File: config.mk
export PLATFORM = sky130hd
export DESIGN_NAME = fetch_unit
export DESIGN_NICKNAME = d
export VERILOG_FILES = /design/src/rtl/rv_pkg.sv /design/src/rtl/fetch_pc_sel.sv /design/src/rtl/fetch_unit.sv
export SDC_FILE = /design/constraint.sdc
export NUM_CORES = 1
export LEC_CHECK = 0
export CORE_AREA = 2 2 97 122
export CTS_CLUSTER_SIZE = 8
export DETAILED_ROUTE_END_ITERATION = 10
export DIE_AREA = 0 0 99 124
export PLACE_DENSITY = 0.83
export SYNTH_ARGS = -nofsm -noshare
export SYNTH_HDL_FRONTEND = slang
export SYNTH_SLANG_ARGS = --single-unit
export TNS_END_PERCENT = 100
File: constraint.sdc
create_clock -name clk -period 3.85 [get_ports clk]
set_input_delay 0.385 -clock clk [delete_from_list [all_inputs] [get_ports clk]]
set_output_delay 0.385 -clock clk [all_outputs]
set_load 0.05 [all_outputs]
File: src/rtl/rv_pkg.sv
// Shared fetch-stage definitions: filler instruction, fault cause codes,
// fetch state encoding and the IF/ID register layout.
package rv_pkg;

    localparam logic [31:0] NOP_INSTR            = 32'h0000_0013;
    localparam logic [3:0]  CAUSE_IADDR_MISALIGN = 4'd0;
    localparam logic [3:0]  CAUSE_IACCESS_FAULT  = 4'd1;

    typedef enum logic {
        RUN   = 1'b0,
        FAULT = 1'b1
    } fetch_state_t;

    typedef struct packed {
        logic        valid;
        logic [31:0] instr;
        logic [31:0] pc;
        logic        fault;
        logic [3:0]  cause;
    } if_id_t;

endpackage

File: src/rtl/fetch_pc_sel.sv
// Next-PC priority mux: trap > uret > branch/jump > sequential pc+4.
// Branches are ignored while the fetch stage sits in a fault.
module fetch_pc_sel (
    input  logic [31:0] pc,
    input  logic        in_fault,
    input  logic        trap,
    input  logic [31:0] mtvec,
    input  logic        uret,
    input  logic [31:0] mepc,
    input  logic        br_taken,
    input  logic [31:0] br_target,
    output logic [31:0] next_pc,
    output logic        redirect
);

    // NOTE: every output gets a default first so no path through the
    // if/else chain can leave it unassigned and infer a latch.
    always_comb begin
        next_pc  = pc + 32'd4;
        redirect = 1'b0;
        if (trap) begin
            next_pc  = mtvec;
            redirect = 1'b1;
        end else if (uret) begin
            next_pc  = mepc;
            redirect = 1'b1;
        end else if (br_taken && !in_fault) begin
            next_pc  = br_target;
            redirect = 1'b1;
        end
    end

endmodule

File: src/rtl/fetch_unit.sv
// Instruction-fetch stage: PC register, RUN/FAULT state, IF/ID register and
// fetch-address fault check in front of a combinational instruction ROM.
module fetch_unit
    import rv_pkg::fetch_state_t, rv_pkg::RUN, rv_pkg::FAULT, rv_pkg::if_id_t,
           rv_pkg::CAUSE_IADDR_MISALIGN, rv_pkg::CAUSE_IACCESS_FAULT;
#(
    parameter logic [31:0] RESET_PC  = 32'h0000_0000,
    parameter int          ROM_WORDS = 128,
    parameter logic [31:0] NOP_INSTR = rv_pkg::NOP_INSTR
) (
    input  logic        clk,
    input  logic        rst,
    output logic [15:0] im_addr,
    input  logic [31:0] im_rd,
    input  logic        id_ready,
    input  logic        br_taken,
    input  logic [31:0] br_target,
    input  logic        trap,
    input  logic [31:0] mtvec,
    input  logic        uret,
    input  logic [31:0] mepc,
    output logic        if_valid,
    output logic [31:0] if_instr,
    output logic [31:0] if_pc,
    output logic        if_fault,
    output logic [3:0]  if_cause
);

    localparam logic [31:0] ROM_BYTES = 32'(ROM_WORDS * 4);

    fetch_state_t state, state_next;
    if_id_t       q, q_next;
    logic [31:0]  pc, pc_next, sel_pc;
    logic         redirect, misaligned, out_of_range;

    assign im_addr      = pc[15:0];
    assign misaligned   = pc[1:0] != 2'b00;
    assign out_of_range = pc >= ROM_BYTES;

    fetch_pc_sel u_pc_sel (
        .pc        (pc),
        .in_fault  (state == FAULT),
        .trap      (trap),
        .mtvec     (mtvec),
        .uret      (uret),
        .mepc      (mepc),
        .br_taken  (br_taken),
        .br_target (br_target),
        .next_pc   (sel_pc),
        .redirect  (redirect)
    );

    always_comb begin
        pc_next    = pc;
        state_next = state;
        q_next     = q;
        if (redirect) begin
            pc_next    = sel_pc;
            state_next = RUN;
            q_next     = '{valid: 1'b0, instr: NOP_INSTR, pc: q.pc, fault: 1'b0, cause: 4'd0};
        end else if (state == FAULT) begin
            // The fault entry waits for decode to take it, then the slot empties.
            if (id_ready)
                q_next = '{valid: 1'b0, instr: NOP_INSTR, pc: q.pc, fault: 1'b0, cause: 4'd0};
        end else if (id_ready || !q.valid) begin
            if (misaligned || out_of_range) begin
                q_next     = '{valid: 1'b1, instr: NOP_INSTR, pc: pc, fault: 1'b1,
                               cause: misaligned ? CAUSE_IADDR_MISALIGN : CAUSE_IACCESS_FAULT};
                state_next = FAULT;
            end else begin
                q_next  = '{valid: 1'b1, instr: im_rd, pc: pc, fault: 1'b0, cause: 4'd0};
                pc_next = sel_pc;
            end
        end
    end

    // NOTE: state registers use non-blocking assignments so every flop
    // samples pre-edge values regardless of statement order.
    always_ff @(posedge clk) begin
        if (rst) begin
            pc    <= RESET_PC;
            state <= RUN;
            q     <= '{valid: 1'b0, instr: NOP_INSTR, pc: 32'd0, fault: 1'b0, cause: 4'd0};
        end else begin
            pc    <= pc_next;
            state <= state_next;
            q     <= q_next;
        end
    end

    assign if_valid = q.valid;
    assign if_instr = q.instr;
    assign if_pc    = q.pc;
    assign if_fault = q.fault;
    assign if_cause = q.cause;

endmodule

==> summary.md <==
| Metric | Value |
|---|---|
| Peak supply drop | `210 uV` |
| Initial antenna violation count | `1` |
| Die X | `approximately 99 um` |
| Vias in the first global route | `between 5000 and 6000` |
| Worst setup SP type | `input port` |
| Adder-Cell Fraction of Synth Area | `0.00514` |
| Initial Util | `0.441` |
| Critical path type | `in -> reg` |
| Area Overhead vs Synth | `49.1%` |
| Synth Cell Area | `4870 um2` |
| Fraction of the cycle the final worst path needs | `0.696` |
| Leak | `approximately 2.5 nW` |
| Post-synth EDFFs | `0` |
| Pre-CTS setup slack | `roughly 880 ps` |
| Filler instances | `about 930` |
| Routed vias | `5494` |
| Synth Warn # | `0` |
| CTS clk-pin slew, worst paths | `70 ps` |
| Largest net degree at the start of global routing | `53` |
| Post-synthesis mux area share | `0.00617` |
| CTS max path bufs | `2` |
| Max_cap viols | `0` |
| Max FO, Critical Path | `17` |
| Worst-Skew Late Latency | `between 300 and 400 ps` |
| Core Rows | `between 40 and 50` |
| Data required time at the worst endpoint | `between 4000 and 5000 ps` |
| Nets | `940` |
| Clk root buf | `clkbuf_16` |
| DR pass1 iterations | `6` |
| Unique masters post-synth | `55` |
| First-pass GRT wire length | `26.7 mm` |
| Run status | `finished, final reports clean` |
| Tmin final | `about 2700 ps` |
| Slew @ Worst Pin | `about 1200 ps` |
| Worst hold path type | `in -> reg` |
| Die Ht | `about 120 um` |
| Reg2reg start | `pc[23]` |
| Met3 wire length | `~1.9 mm` |
| Final Max Slew Viols | `0` |
| Post-DRT Antenna Nets | `0` |
| Core area | `11000 um2` |
| Port Buf Inserts | `216` |
| Via density | `around 5.8` |
| XOR/XNOR Fraction of Synth Area | `0.00720` |
| GRT Util Overall | `0.275` |
| Post-synthesis compound-gate area fraction | `0.259` |
| Hold_sp | `rst` |
| Crit path launch | `id_ready` |
| # setup viols final | `0` |
| TritonCTS clock tree | `yes` |
| Post-route setup TNS | `0 ps` |
| PostCTS Resize Cnt | `0` |
| Skew final | `roughly 8.5 ps` |
| Final Hold Viols | `0` |
| CP arrival | `between 2000 and 3000 ps` |
| # DRC | `0` |
| Synth top area share | `0.411` |
| Layout cell share with drive strength beyond 1 | `0.0593` |
| Drt wl/cell | `approximately 18 um` |
| H-tree levels | `3` |
| Clock sinks | `100` |
| GPL Wtd Cong | `0.909` |
| Met1 wire length | `~6.3 mm` |
| First-iteration detailed-routing DRC count | `371` |
| Post-CTS Hold Buffers | `0` |
| Gr ovfl total | `0` |
| Slew Limit Headroom | `0.203` |
| Largest area contributor in the netlist | `dfxtp_1` |
| Synth top cells by count | `dfxtp_1, nand2_1, a21oi_1` |
| Seq/Total Area, Yosys | `0.411` |
| CP Capture Type | `flop` |
| Cells after Synth | `~630` |
| Highest routed metal layer | `met4` |
| Die area | `~12000 um2` |
| Power density cells | `352 nW/um2` |
| RSZ-0062 raised after global routing | `no` |
| Num CTS Buffers | `9` |
| HPWL Detailed | `between 10 and 15 mm` |
| Ys async rst share | `0` |
| Ports | `220` |
| WL final | `17.4 mm` |
| Primary FF master, synth | `dfxtp_1` |
| Post-synthesis register bit count | `100` |
| Area contributors post-synth | `dfxtp_1, a21oi_1, nand2_1, nor2_1, a22oi_1` |
| Setup Fix Bufs, Post-CTS | `0` |
| Post-Synth Simple-Gate Area | `0.230` |
| Avg Inst Size Synth | `7.70 um2` |
| Fin worst setup slack | `1170 ps` |
| Achievable Freq | `between 300 and 400 MHz` |
| Largest family of logic cells by synthesized area | `compound AO/OA/AOI/OAI gates` |
| Met2 WL post-DR | `about 8.5 mm` |
==> worst max-delay path, cell delays in order <==
cell	delay, ps
clkdlybuf4s50_1	530
nor2b_1	80
or4_1	580
o31ai_4	730
buf_4	300
nor2_1	50
a211oi_1	260
==> layout make-up <==
cell class | count | area [um2] | area share
sequential | 100 | 2000 | 0.276
timing repair buffer | 225 | 2210 | 0.305
inverter | 17 | 63.8 | 0.00880
clock buffer | 9 | 225 | 0.0311
multi-input combinational | 451 | 2490 | 0.344
antenna | 1 | 2.50 | 0.000345
clock inverter | 7 | 81.3 | 0.0112
tap | 135 | 169 | 0.0233
==> through the flow <==
step	std cells	total power, mW	utilization	hold WS [ps]	instance area, um2
4_1_cts	944	2.57	0.657	420	7250
5_1_grt	945	2.64	0.658	447	7250
3_5_place_dp	928	1.64	0.630	449	6940
2_1_floorplan	634	1.41	-	457	4870
3_3_place_gp	928	1.63	0.630	444	6940
6_report	945	2.56	0.658	430	7250
==> cell usage in the layout (no fill, tap or decap), types with 6 or more instances in the layout <==
cell type,n
a21oi_1,75
nor3_1,12
a22oi_1,31
clkbuf_16,9
o21ai_0,31
nor2b_1,6
buf_4,9
inv_1,16
nor4_1,8
a211oi_1,14
nand2_1,100
nand2b_1,9
dfxtp_1,100
clkdlybuf4s50_1,213
nor2_1,66
a221oi_1,12
nand3_1,13
==> metal layers <==
metal / global-route usage / up-vias
met2: 0.482 / 323
li1: - / 2572
met4: 0.126 / 0
met1: 0.311 / 2556
met5: 0 / -
met3: 0.0752 / 43
==> logic make-up (layout without fill, tap and decap cells) <==
logic type,Yosys count,in the layout
XOR/XNOR,4,4
buffers and inverters,83,258
flip-flops,100,100
AO/OA/AOI/OAI,195,195
AND/OR/NAND/NOR,244,244
adder cells (fa/ha/maj),2,2
other,1,4
multiplexers,3,3
==> final timing paths <==
| check | endpoint | slack, ps | cells past startpoint |
|---|---|---|---|
| worst max-delay path | pc[3] | 1170 | 7 |
| worst min-delay path | pc[9] | 430 | 2 |
| worst max register to register | pc[3] | 1270 | 6 |
| worst min register to register | if_pc[21] | 460 | 2 |
==> power breakdown <==
group | internal, mW | leakage (nW) | switching (mW) | total (mW)
sequential | 1.07 | 0.815 | 0.0629 | 1.13
clock | 0.514 | 0.152 | 0.417 | 0.932
combinational | 0.229 | 1.53 | 0.261 | 0.490
total | 1.81 | 2.50 | 0.741 | 2.56
==> sequential cells by signal, summed over array words and instances (netlist names) <==
signal / count
pc: 32
if_fault: 1
state: 1
if_instr: 32
if_valid: 1
if_cause: 1
if_pc: 32
(Power assumes the default switching activity.)
